[src/rtl/quad_decoder_pkg.sv]
// Shared definitions for the quadrature decoder: control states, Gray phase
// constants and the forward-successor helper.
package quad_decoder_pkg;

    typedef enum logic {
        INIT = 1'b0,
        RUN  = 1'b1
    } state_t;

    localparam logic [1:0] PH0 = 2'b00;
    localparam logic [1:0] PH1 = 2'b01;
    localparam logic [1:0] PH2 = 2'b11;
    localparam logic [1:0] PH3 = 2'b10;

    // Next phase in the forward direction; the reverse neighbour of p is the q with fwd_next(q) == p.
    function automatic logic [1:0] fwd_next(input logic [1:0] ph);
        logic [1:0] nxt;
        case (ph)
            PH0:     nxt = PH1;
            PH1:     nxt = PH2;
            PH2:     nxt = PH3;
            PH3:     nxt = PH0;
            default: nxt = PH0;
        endcase
        return nxt;
    endfunction

endpackage

[src/rtl/quad_decoder_bit_sync.sv]
// Multi-flop synchronizer for a bus of independent asynchronous bits.
// The last stage is the synchronized output.
module bit_sync #(
    parameter int WIDTH = 2,
    parameter int DEPTH = 2
) (
    input  logic             clk,
    input  logic             rst_n,
    input  logic [WIDTH-1:0] d,
    output logic [WIDTH-1:0] q
);

    logic [DEPTH-1:0][WIDTH-1:0] stage_r;

    // Shift the raw input through DEPTH flop stages.
    always_ff @(posedge clk or negedge rst_n) begin
        if (!rst_n) begin
            stage_r <= {(DEPTH*WIDTH){1'b0}};
        end else begin
            stage_r <= {stage_r[DEPTH-2:0], d};
        end
    end

    assign q = stage_r[DEPTH-1];

endmodule

[src/rtl/quad_decoder.sv]
// Quadrature phase decoder: synchronizes a Gray-coded 2-bit phase, tracks a
// signed position and flags illegal two-bit jumps.
module quad_decoder
    import quad_decoder_pkg::*;
#(
    parameter int WIDTH       = 8,
    parameter int SYNC_STAGES = 2
) (
    input  logic             clk,
    input  logic             reset,
    input  logic [1:0]       S,
    input  logic             clr,
    output logic [WIDTH-1:0] count,
    output logic             step,
    output logic             dir,
    output logic             err,
    output logic             fault
);

    localparam logic [1:0]       WAIT_LAST = 2'(SYNC_STAGES);
    localparam logic [WIDTH-1:0] ONE       = WIDTH'(1);

    logic [1:0]       ph_s;
    state_t           state_r, state_s;
    logic [1:0]       wcnt_r, wcnt_s;
    logic [1:0]       prev_r, prev_s;
    logic [WIDTH-1:0] count_r, count_s, count_fsm_s;
    logic             fault_r, fault_s, fault_fsm_s;
    logic             dir_r, dir_s;
    logic             step_r, step_s;
    logic             err_r, err_s;

    bit_sync #(
        .WIDTH(2),
        .DEPTH(SYNC_STAGES)
    ) u_sync (
        .clk  (clk),
        .rst_n(reset),
        .d    (S),
        .q    (ph_s)
    );

    // Next-state and next-output decode for the INIT/RUN control FSM.
    always_comb begin
        state_s     = state_r;
        wcnt_s      = wcnt_r;
        prev_s      = prev_r;
        count_fsm_s = count_r;
        fault_fsm_s = fault_r;
        dir_s       = dir_r;
        step_s      = 1'b0;
        err_s       = 1'b0;
        case (state_r)
            INIT: begin
                // Let the synchronizer fill before trusting ph as the reference phase.
                if (wcnt_r == WAIT_LAST) begin
                    prev_s  = ph_s;
                    wcnt_s  = 2'd0;
                    state_s = RUN;
                end else begin
                    wcnt_s = wcnt_r + 2'd1;
                end
            end
            RUN: begin
                if (ph_s == prev_r) begin
                    prev_s = prev_r;
                end else if (ph_s == fwd_next(prev_r)) begin
                    count_fsm_s = count_r + ONE;
                    step_s      = 1'b1;
                    dir_s       = 1'b1;
                    prev_s      = ph_s;
                end else if (prev_r == fwd_next(ph_s)) begin
                    count_fsm_s = count_r - ONE;
                    step_s      = 1'b1;
                    dir_s       = 1'b0;
                    prev_s      = ph_s;
                end else begin
                    // Both bits flipped: direction unknown, so only flag it and resync.
                    err_s       = 1'b1;
                    fault_fsm_s = 1'b1;
                    prev_s      = ph_s;
                end
            end
            default: begin
                state_s = INIT;
                wcnt_s  = 2'd0;
            end
        endcase

        if (clr) begin
            count_s = {WIDTH{1'b0}};
            fault_s = 1'b0;
        end else begin
            count_s = count_fsm_s;
            fault_s = fault_fsm_s;
        end
    end

    // State, reference phase and output registers.
    always_ff @(posedge clk or negedge reset) begin
        if (!reset) begin
            state_r <= INIT;
            wcnt_r  <= 2'd0;
            prev_r  <= PH0;
            count_r <= {WIDTH{1'b0}};
            fault_r <= 1'b0;
            dir_r   <= 1'b0;
            step_r  <= 1'b0;
            err_r   <= 1'b0;
        end else begin
            state_r <= state_s;
            wcnt_r  <= wcnt_s;
            prev_r  <= prev_s;
            count_r <= count_s;
            fault_r <= fault_s;
            dir_r   <= dir_s;
            step_r  <= step_s;
            err_r   <= err_s;
        end
    end

    assign count = count_r;
    assign step  = step_r;
    assign dir   = dir_r;
    assign err   = err_r;
    assign fault = fault_r;

endmodule

[config.mk]
export PLATFORM = sky130hd
export DESIGN_NAME = quad_decoder
export DESIGN_NICKNAME = d
export VERILOG_FILES = /design/src/rtl/quad_decoder_pkg.sv /design/src/rtl/quad_decoder_bit_sync.sv /design/src/rtl/quad_decoder.sv
export SDC_FILE = /design/constraint.sdc
export NUM_CORES = 1
export LEC_CHECK = 0
export ABC_AREA = 1
export CORE_MARGIN = 3
export CORE_UTILIZATION = 50
export CTS_BUF_LIST = sky130_fd_sc_hd__clkbuf_2 sky130_fd_sc_hd__clkbuf_4 sky130_fd_sc_hd__clkbuf_8
export DETAILED_ROUTE_END_ITERATION = 12
export MAX_ROUTING_LAYER = met4
export PLACE_DENSITY = 0.79
export SETUP_SLACK_MARGIN = 0.5
export SYNTH_ARGS = -nofsm -noshare
export SYNTH_HDL_FRONTEND = slang
export SYNTH_HIERARCHICAL = 1
export SYNTH_SLANG_ARGS = --single-unit
export TNS_END_PERCENT = 20
[constraint.sdc]
create_clock -name clk -period 2.74 [get_ports clk]
set_clock_uncertainty 0.2 [all_clocks]
set_input_delay 0.822 -clock clk [delete_from_list [all_inputs] [get_ports clk]]
set_output_delay 0.822 -clock clk [all_outputs]
set_load 0.01 [all_outputs]
==> flow_summary.json <==
{
  "ys_types": 24,
  "design.die.area_um2": 3080,
  "rsz0062_at_grt": "true",
  "wl_um": 3000,
  "htreeDepth": 1,
  "crit_required_ns": 1.72,
  "worst-path-buf-inv": 1,
  "grt_pass1_vias": 1041,
  "synthCells": 150,
  "finalPower_uw": 1550,
  "synth.net_count": 162,
  "final_area_um2": 1600,
  "finalCritPeriodShare_pct": 83.8,
  "syn_area_um2": 1220,
  "whs_path_depth": 0,
  "clk_path_buf_depth": 2,
  "row_count": 17,
  "globalRouteMet3Util_pct": 2.34,
  "critPathSlowestCell": "clkdlybuf4s50_1",
  "synth_area_leaders": "dfrtp_1, nand2_1, nand3_1, ha_1, inv_1",
  "firstDrtPassIters": 4,
  "wire_per_inst_um": 14.6,
  "cts-root-buf": "clkbuf_4",
  "start_util_pct": 53.8,
  "antenna_left": 0,
  "reg2regPathDepth": 7,
  "syn2layout_area_growth_pct": 30.5,
  "period_minus_slack_ns": 2.30,
  "grtUsageMet1_pct": 23.9,
  "hold_ws_ns": 0.167,
  "cp_num_cells": 1,
  "hold_buffers": 0,
  "grt_max_degree": 22,
  "synth_top_area_share_pct": 42.9,
  "ys_seq_area_share_pct": 42.9,
  "worst_pin_slew_ns": 0.321,
  "overflow": 0,
  "cp_data_arrival_time_ns": 1.27,
  "fp.dieW_um": 55.5,
  "worst-setup-path-type": "flip-flop to output port",
  "fin_tns_setup_ns": 0,
  "synth.avg_cell_area_um2": 8.17,
  "path_max_fanout": 2,
  "grt_util_all_layers_pct": 19.6,
  "critPathMaxStageDelay_ns": 0.55,
  "critPathTopFamily": "buffers and inverters",
  "fmax_ghz": 0.436,
  "cts_buffers": 3,
  "diodes": 0,
  "critPathLaunchType": "flip-flop",
  "core_area_um2": 2280,
  "setup_violations": 0,
  "clkLatencyLatePin_ns": 0.32,
  "synth_seq_cells": 21,
  "maxCapViolCount": 0,
  "synth_top_cell_by_area": "dfrtp_1",
  "antenna_found_initial": 0,
  "port_buffers": 16,
  "worstHoldPathType": "flip-flop to flip-flop",
  "p_per_area_nw_per_um2": 969,
  "drive_gt1_share_pct": 22.5,
  "io_pins": 17,
  "grt_pass1_wl_um": 4610,
  "drt-initial-drc-count": 22,
  "leakage_uw": 0.000814,
  "crit_path_end_kind": "output port",
  "relSlewSlack_pct": 78.5,
  "hold_viol_final": 0,
  "drc": 0,
  "gp_congestion": 0.842,
  "crit_path_cell_trace": "clkdlybuf4s50_1",
  "status": "finished clean",
  "yosys_warnings": 6,
  "tritoncts": "done",
  "dp.final_hpwl_um": 1790,
  "die_h_um": 55.5,
  "postPlaceCellArea_um2": 1400,
  "slew_violations": 0,
  "busiest_layer": "met2",
  "use_met2_pct": 30.9,
  "final_nets": 191,
  "max-vdd-ir-drop_mv": 0.616,
  "path_clk_slew_ns": 0.13,
  "cts_sinks": 21,
  "vias": 1116,
  "vias_per_cell": 5.42
}
## per-layer routing
| layer | wire [um] | vias up |
|---|---|---|
| met1 | 1230 | 522 |
| met5 | 0 | - |
| met3 | 148 | 14 |
| met4 | 114 | 0 |
| li1 | - | 540 |
| met2 | 1500 | 40 |
## through the flow
| stage | cells | utilization (%) | worst slack [ns] |
|---|---|---|---|
| floorplan | 150 | - | 0.655 |
| global placement | 192 | 61.6 | 0.440 |
| detailed placement | 192 | 61.6 | 0.370 |
| CTS | 202 | 65.1 | 0.439 |
| global route | 206 | 70.3 | 0.387 |
| finish | 206 | 70.3 | 0.445 |
## path summary, 6_finish.rpt
kind	from	slack, ns	to
max	count[2]	0.44	count[2]
min	u_sync/stage_r[0]	0.17	u_sync/q[0]
max reg2reg	prev_r[0]	0.54	count[3]
min reg2reg	u_sync/stage_r[0]	0.17	u_sync/q[0]
max in group asynchronous	reset	1.48	u_sync/q[1]
min in group asynchronous	reset	0.62	dir
## sequential cells by signal (all words and copies together), names as in the netlist
register	flops
step	1
fault	1
count	8
u_sync/stage_r	2
dir	1
state_r	1
u_sync/q	2
prev_r	2
wcnt_r	2
err	1
## logic make-up after synthesis
group / Yosys count / share of synthesized area, %
AOI/OAI and AO/OA: 17 / 8.68
and+or+nand+nor: 77 / 29.4
adders and majority gates: 7 / 7.76
buffers and inverters: 25 / 9.09
DFF: 21 / 42.9
xor gates and xnor gates: 3 / 2.15
## cells in the final DEF, fill, tap and decap left out, types with 2 or more instances in the layout
cell,count
nand2_1,45
dfrtp_1,20
nand3_1,18
inv_1,16
clkdlybuf4s50_1,13
buf_4,10
o21ai_2,5
ha_4,5
inv_2,4
nand2_2,4
o21ai_0,4
nor2_1,4
a21oi_1,4
clkbuf_4,3
o21ai_1,2
nand4_1,2
xnor2_1,2
dlygate4sd2_1,2
## cell type report
| type | instances | area [um2] |
|---|---|---|
| fillers | 165 | 677 |
| inverters | 22 | 85.1 |
| well taps | 28 | 35.0 |
| clock inverters | 1 | 7.51 |
| clock buffers | 3 | 22.5 |
| multi-input cells | 105 | 687 |
| flip-flops and latches | 21 | 527 |
| repair buffers | 26 | 235 |
## power by group
group          internal [uW]  switching (uW)  total [uW]
Sequential               374            48.9         423
Combinational            450             511         961
Clock                   55.9             109         165
Total                    880             669        1550
## Yosys cell counts
master / n
buf_4: 2
fa_1: 1
nor2_1: 4
nand3b_1: 1
ha_1: 6
inv_1: 17
inv_2: 3
o21ai_1: 1
a21oi_1: 5
inv_4: 1
nand3_1: 18
dfrtp_1: 21
o21ai_0: 5
nand3_4: 1
o21a_1: 1
or2_2: 1
nor2_8: 1
buf_6: 1
nand4_1: 2
xnor2_1: 3
o21ai_2: 5
nand2_1: 46
nand2_2: 3
clkinv_1: 1
## timing repair
action,in CTS,in global routing
pin swaps,1,3
endpoints found under the hold margin,0,0
gates resized for setup,4,13
gates cloned,0,1
endpoints found under the setup margin,15,15
buffers inserted,6,3
Note: power is estimated with default switching activity, not from simulation.
